==> src/rtl/exe_alu_stage_if.sv <==
// Decode-to-execute operand bus, execute-to-memory result bus and CC flag taps.
// Pure wiring; no storage or added latency.
// Backpressure: in_ready (stage -> decode), out_ready (memory -> stage).
interface exe_alu_stage_if #(
  parameter int WIDTH = 64
);
  // decode -> execute
  logic             in_valid;
  logic             in_ready;
  logic [1:0]       in_alufun;
  logic [2:0]       in_cfun;
  logic             in_set_cc;
  logic [WIDTH-1:0] in_a;
  logic [WIDTH-1:0] in_b;
  logic             flush;
  // execute -> memory
  logic             out_valid;
  logic             out_ready;
  logic [WIDTH-1:0] out_result;
  logic             out_cond;
  logic             out_illegal;
  // condition-code register contents
  logic             cc_zf;
  logic             cc_sf;
  logic             cc_of;

  // Execute stage side
  modport slave (
    input  in_valid, in_alufun, in_cfun, in_set_cc, in_a, in_b, flush, out_ready,
    output in_ready, out_valid, out_result, out_cond, out_illegal, cc_zf, cc_sf, cc_of
  );

  // Environment side (decode driver / memory sink)
  modport master (
    output in_valid, in_alufun, in_cfun, in_set_cc, in_a, in_b, flush, out_ready,
    input  in_ready, out_valid, out_result, out_cond, out_illegal, cc_zf, cc_sf, cc_of
  );
endinterface

==> src/rtl/exe_alu_stage.sv <==
// Execute stage: valE = B op A (ADD/SUB/AND/XOR), CC update, branch/cmov condition.
// Latency: 1 cycle from accept to out_valid; one op per cycle when drained each cycle.
// Backpressure: in_ready = !out_valid || out_ready; output held stable while stalled.
module exe_alu_stage #(
  parameter int         WIDTH    = 64,
  parameter logic [2:0] CC_RESET = 3'b100
) (
  input logic           clk,
  input logic           rst,
  exe_alu_stage_if.slave bus
);
  localparam int MSB = WIDTH - 1;

  // Single valid bit is the whole stage state
  localparam logic [0:0] ST_EMPTY = 1'b0;
  localparam logic [0:0] ST_FULL  = 1'b1;

  localparam logic [1:0] ALU_ADD = 2'd0;
  localparam logic [1:0] ALU_SUB = 2'd1;
  localparam logic [1:0] ALU_AND = 2'd2;

  logic [0:0]       r_state;
  logic [WIDTH-1:0] r_result;
  logic             r_cond;
  logic             r_illegal;
  logic             r_zf;
  logic             r_sf;
  logic             r_of;

  logic             w_in_ready;
  logic             w_accept;
  logic [WIDTH-1:0] w_res;
  logic             w_zf;
  logic             w_sf;
  logic             w_of;
  logic             w_cond;
  logic             w_illegal;

  // Handshake: readiness ignores flush/rst; flush only blocks the accept
  assign w_in_ready = (r_state == ST_EMPTY) || bus.out_ready;
  assign w_accept   = bus.in_valid && w_in_ready && !bus.flush;

  // ALU datapath and new flag values for the offered op
  always_comb begin
    w_res = '0;
    w_of  = 1'b0;
    case (bus.in_alufun)
      ALU_ADD: begin
        w_res = bus.in_b + bus.in_a;
        w_of  = (bus.in_a[MSB] == bus.in_b[MSB]) && (w_res[MSB] != bus.in_b[MSB]);
      end
      ALU_SUB: begin
        w_res = bus.in_b - bus.in_a;
        w_of  = (bus.in_a[MSB] != bus.in_b[MSB]) && (w_res[MSB] != bus.in_b[MSB]);
      end
      ALU_AND: w_res = bus.in_b & bus.in_a;
      default: w_res = bus.in_b ^ bus.in_a;
    endcase
    w_zf = (w_res == '0);
    w_sf = w_res[MSB];
  end

  // Condition uses the CC value from before this op's own update
  always_comb begin
    w_cond    = 1'b0;
    w_illegal = 1'b0;
    case (bus.in_cfun)
      3'd0: w_cond = 1'b1;
      3'd1: w_cond = (r_sf ^ r_of) | r_zf;
      3'd2: w_cond = r_sf ^ r_of;
      3'd3: w_cond = r_zf;
      3'd4: w_cond = !r_zf;
      3'd5: w_cond = !(r_sf ^ r_of);
      3'd6: w_cond = !(r_sf ^ r_of) && !r_zf;
      default: w_illegal = 1'b1;
    endcase
  end

  // Valid bit: flush empties, accept fills, drain without accept empties
  always_ff @(posedge clk) begin
    if (rst) begin
      r_state <= ST_EMPTY;
    end else if (bus.flush) begin
      r_state <= ST_EMPTY;
    end else if (w_accept) begin
      r_state <= ST_FULL;
    end else if (bus.out_ready) begin
      r_state <= ST_EMPTY;
    end
  end

  // Output payload only changes on accept, so it holds through stalls and drains
  always_ff @(posedge clk) begin
    if (rst) begin
      r_result  <= '0;
      r_cond    <= 1'b0;
      r_illegal <= 1'b0;
    end else if (w_accept) begin
      r_result  <= w_res;
      r_cond    <= w_cond;
      r_illegal <= w_illegal;
    end
  end

  // CC register: written only by an accepted op that requests it; never rolled back
  always_ff @(posedge clk) begin
    if (rst) begin
      {r_zf, r_sf, r_of} <= CC_RESET;
    end else if (w_accept && bus.in_set_cc) begin
      {r_zf, r_sf, r_of} <= {w_zf, w_sf, w_of};
    end
  end

  assign bus.in_ready    = w_in_ready;
  assign bus.out_valid   = (r_state == ST_FULL);
  assign bus.out_result  = r_result;
  assign bus.out_cond    = r_cond;
  assign bus.out_illegal = r_illegal;
  assign bus.cc_zf       = r_zf;
  assign bus.cc_sf       = r_sf;
  assign bus.cc_of       = r_of;
endmodule

==> src/flat_wrapper.sv <==
// flat-port wrapper written by rule: the top's interface ports become plain ports
module exe_alu_stage_flat 
#(
  parameter int         WIDTH    = 64,
  parameter logic [2:0] CC_RESET = 3'b100
)
  (clk, rst, bus_in_valid, bus_in_alufun, bus_in_cfun, bus_in_set_cc, bus_in_a, bus_in_b, bus_flush, bus_out_ready, bus_in_ready, bus_out_valid, bus_out_result, bus_out_cond, bus_out_illegal, bus_cc_zf, bus_cc_sf, bus_cc_of);
  exe_alu_stage_if #(.WIDTH(WIDTH)) bus_i ();
  input logic clk;
  input logic rst;
  input wire logic [$bits(bus_i.in_valid)-1:0] bus_in_valid;
  input wire logic [$bits(bus_i.in_alufun)-1:0] bus_in_alufun;
  input wire logic [$bits(bus_i.in_cfun)-1:0] bus_in_cfun;
  input wire logic [$bits(bus_i.in_set_cc)-1:0] bus_in_set_cc;
  input wire logic [$bits(bus_i.in_a)-1:0] bus_in_a;
  input wire logic [$bits(bus_i.in_b)-1:0] bus_in_b;
  input wire logic [$bits(bus_i.flush)-1:0] bus_flush;
  input wire logic [$bits(bus_i.out_ready)-1:0] bus_out_ready;
  output wire logic [$bits(bus_i.in_ready)-1:0] bus_in_ready;
  output wire logic [$bits(bus_i.out_valid)-1:0] bus_out_valid;
  output wire logic [$bits(bus_i.out_result)-1:0] bus_out_result;
  output wire logic [$bits(bus_i.out_cond)-1:0] bus_out_cond;
  output wire logic [$bits(bus_i.out_illegal)-1:0] bus_out_illegal;
  output wire logic [$bits(bus_i.cc_zf)-1:0] bus_cc_zf;
  output wire logic [$bits(bus_i.cc_sf)-1:0] bus_cc_sf;
  output wire logic [$bits(bus_i.cc_of)-1:0] bus_cc_of;
  assign bus_i.in_valid = bus_in_valid;
  assign bus_i.in_alufun = bus_in_alufun;
  assign bus_i.in_cfun = bus_in_cfun;
  assign bus_i.in_set_cc = bus_in_set_cc;
  assign bus_i.in_a = bus_in_a;
  assign bus_i.in_b = bus_in_b;
  assign bus_i.flush = bus_flush;
  assign bus_i.out_ready = bus_out_ready;
  assign bus_in_ready = bus_i.in_ready;
  assign bus_out_valid = bus_i.out_valid;
  assign bus_out_result = bus_i.out_result;
  assign bus_out_cond = bus_i.out_cond;
  assign bus_out_illegal = bus_i.out_illegal;
  assign bus_cc_zf = bus_i.cc_zf;
  assign bus_cc_sf = bus_i.cc_sf;
  assign bus_cc_of = bus_i.cc_of;
  exe_alu_stage #(.WIDTH(WIDTH), .CC_RESET(CC_RESET)) u_core (.clk(clk), .rst(rst), .bus(bus_i));
endmodule
==> config.mk <==
export PLATFORM = sky130hd
export DESIGN_NAME = exe_alu_stage_flat
export DESIGN_NICKNAME = d
export VERILOG_FILES = /design/src/rtl/exe_alu_stage_if.sv /design/src/rtl/exe_alu_stage.sv /design/src/flat_wrapper.sv
export SDC_FILE = /design/constraint.sdc
export NUM_CORES = 1
export LEC_CHECK = 0
export CAP_MARGIN = 20
export CORE_MARGIN = 3
export CORE_UTILIZATION = 51
export CTS_CLUSTER_SIZE = 40
export DETAILED_ROUTE_END_ITERATION = 8
export PLACE_DENSITY = 0.79
export SLEW_MARGIN = 15
export SYNTH_ARGS = -nofsm -noshare
export SYNTH_HDL_FRONTEND = slang
export SYNTH_SLANG_ARGS = --single-unit
==> constraint.sdc <==
create_clock -name clk -period 5.69 [get_ports clk]
set_input_delay 0.8535 -clock clk [delete_from_list [all_inputs] [get_ports clk]]
set_output_delay 0.8535 -clock clk [all_outputs]
set_load 0.005 [all_outputs]
==> reports/qor.yml <==
initial_core_util_pct: 52.24
dr_total_vias: 17620
status: "completed"
final_nets: 2502
required_ns: 5.96
ys_types: 94
cp_slowest_cell: "or4bb_1"
cts_tree: "done"
ys_seq_elements: 70
overflow: 0
clock_path_buffers: 2
path_clk_slew_ns: 0.06
die_w_um: 167.3
start_kind: "input pin"
setup-tns-final_ns: 0
skew_ns: 0.007109
first_pass_iters: 8
pwr-share-clk_pct: 21.3
finalCritPeriodShare_pct: 94.95
fmax_mhz: 185.1
p_sw_uw: 1289
crit_arrival_ns: 5.67
maxSlewViolCount: 0
grt_pass1_vias: 16760
holdBufCountCts: 0
min_period_ns: 5.402
grt_use_total_pct: 41.96
ant_nets: 0
portBuffers: 209
place_area_um2: 16060
cellPowerDensity_nw_per_um2: 172.9
syn2layout_area_growth_pct: 23.44
place_ws_ns: 0.07301
synthCells: 2038
via_per_inst: 6.861
cts.sinks: 70
worstSetupPathType: "in2reg"
cts_root_buf: "clkbuf_16"
p_leak_uw: 0.006543
maxCapViolCount: 0
die-area_um2: 27990
rsz0062_at_grt: "false"
synth_edf_count: 0
ioPinCount: 210
htreeDepth: 3
cts_resized: 0
cp_common_cell: "nor4_1"
routedWlPerCell_um: 24.01
async_flop_share_pct: 0
chipHeight_um: 167.3
drt_iter0_drc: 2503
fill_cells: 2414
clock_latency_ns: 0.34
yosysSeqAreaShare_pct: 10.56
drcViolationCount: 0
finish.instance_area_um2: 16380
worstMarginPinSlew_ns: 1.200
p_int_uw: 1543
crit_chain: "clkdlybuf4s50_1, inv_1, ha_1, fa_1, nor2b_1, o31a_1, o21ai_1, and3_1, nor4_1, nor4b_1, or4bb_1, nor4_1, nand4_1, nor4_1, nand4_1, o21ai_1"
rows: 58
ys.flop_type: "dfxtp_1"
hold_class: "reg2reg"
pwr-share-seq_pct: 19.4
finalSetupViolCount: 0
postSynthNetCount: 2307
max_slew_margin_pct: 19.29
p_total_uw: 2832
p_sw_share_pct: 45.52
coreArea_um2: 25400
yosys_warnings: 0
totalWireLength_um: 61670
cts_buffers: 9
combPwrFrac_pct: 59.3
fin_ws_ns: 0.2875
ir_drop_mv: 0.1398
hold_viol_final: 0
avgSynthCellArea_um2: 6.511
antenna_found_initial: 2
drive_gt1_share_pct: 7.823
synthesis.area_um2: 13270
gp_congestion: 1.074
cp_max_fo: 5
grt_first_pass_wirelength_um: 94980
max_stage_delay_ns: 0.56
cts_setup_buffers: 0
hpwl_um: 49190
grt_max_degree: 71
endpoint_kind: "flop"
-- power by group through the flow --
stage	combinational (uW)	sequential (uW)	clock (uW)
floorplan	962	553	0
global placement	1590	556	0
detailed placement	1610	557	0
CTS	1620	547	601
global route	1790	551	626
finish	1680	548	604
-- synth_stat cells, drive strengths merged, types with 10 or more instances --
library cell	n	share of area, %
nor2	235	6.7
a21oi	226	8.6
nand2	206	5.8
o21ai	137	5.2
inv	130	3.7
ha	128	12
clkbuf	105	3.0
dfxtp	70	11
nor3	66	2.5
a211oi	52	3.1
nand3	50	1.9
nor4	43	2.0
nand4	42	2.0
o31ai	35	2.0
buf	33	1.2
mux2i	31	2.3
o211ai	31	1.8
a21o	28	1.6
nor2b	27	1.3
a31oi	25	1.3
o21bai	25	1.4
a2111oi	16	1.4
a221oi	16	1.1
or3	16	0.75
xnor2	15	0.99
o21a	14	0.79
and2	13	0.61
and3	13	0.61
nand2b	13	0.61
or2	12	0.57
a211o	10	0.66
nor3b	10	0.57
o221ai	10	0.66
-- cell type report --
| type | instances | area [um^2] | area share (%) |
|---|---|---|---|
| antenna | 1 | 2.502 | 0.01528 |
| clock buffer | 9 | 225.2 | 1.375 |
| sequential | 70 | 1401 | 8.555 |
| multi-input combinational | 1697 | 10820 | 66.08 |
| inverter | 133 | 499.2 | 3.048 |
| tap | 330 | 412.9 | 2.521 |
| clock inverter | 6 | 87.58 | 0.5347 |
| timing repair buffer | 322 | 2928 | 17.87 |
-- cell families (layout without fill, tap and decap cells) --
logic type	count (synthesis)	count (layout)	share of synthesized area, %
AND/OR/NAND/NOR	780	780	28.09
AO/OA/AOI/OAI	736	736	37.22
XOR/XNOR	17	17	1.122
other	0	1	0
flip-flops	70	70	10.56
adder cells (fa/ha/maj)	130	130	12.37
buffers and inverters	271	470	7.930
multiplexers	34	34	2.706
-- path summary, 6_finish.rpt --
check                                          startpoint                         to  slack (ns)  depth (start not counted)
worst max-delay path                          bus_in_b[0]           u_core.bus.cc_zf        0.29                         16
worst min-delay path            u_core.bus.out_result[57]  u_core.bus.out_result[57]        0.46                          2
worst max register to register       u_core.bus.out_valid           u_core.bus.cc_zf        2.14                         12
worst min register to register  u_core.bus.out_result[57]  u_core.bus.out_result[57]        0.46                          2
-- through the flow --
step	hold WS, ns	util, %	instances
5_1_grt	0.4775	64.49	2568
3_3_place_gp	0.4412	63.25	2552
4_1_cts	0.4565	64.48	2567
3_5_place_dp	0.4485	63.25	2552
2_1_floorplan	0.4483	-	2038
6_report	0.4607	64.49	2568
-- cells in the final DEF (no fill, tap or decap), types with 16 or more instances in the layout --
cell / instances
or3_1: 16
nor2b_1: 27
a21oi_1: 225
nand4_1: 42
ha_1: 128
mux2i_1: 31
nor2_1: 233
inv_1: 130
o31ai_1: 34
nand3_1: 50
nor4_1: 43
clkdlybuf4s50_1: 206
a31oi_1: 24
a211oi_1: 49
nand2_1: 206
a221oi_1: 16
nor3_1: 66
o21ai_0: 128
a21o_1: 28
o21bai_1: 25
dfxtp_1: 70
o211ai_1: 31
buf_4: 114
-- routing by layer --
| layer | GRT usage, % | vias up | share of wire, % |
|---|---|---|---|
| met5 | 0 | - | 0 |
| met2 | 66.85 | 1250 | 44 |
| met4 | 23.80 | 0 | 7.0 |
| met3 | 8.097 | 273 | 11 |
| li1 | - | 7967 | - |
| met1 | 53.08 | 8128 | 38 |
-- flip-flops by register name, summed over array words and instances (netlist names) --
name,count
u_core.bus.out_result,64
u_core.bus.cc_sf,1
u_core.bus.cc_of,1
u_core.bus.out_illegal,1
u_core.bus.out_valid,1
u_core.bus.out_cond,1
u_core.bus.cc_zf,1
-- worst max-delay path, delay by kind of cell --
family                     cells  cell delay, ns
AOI/OAI and AO/OA              3            0.67
adders and majority gates      2            0.59
buffers and inverters          2            0.57
and+or+nand+nor                9            2.99
Note: power is estimated with default switching activity, not from simulation.
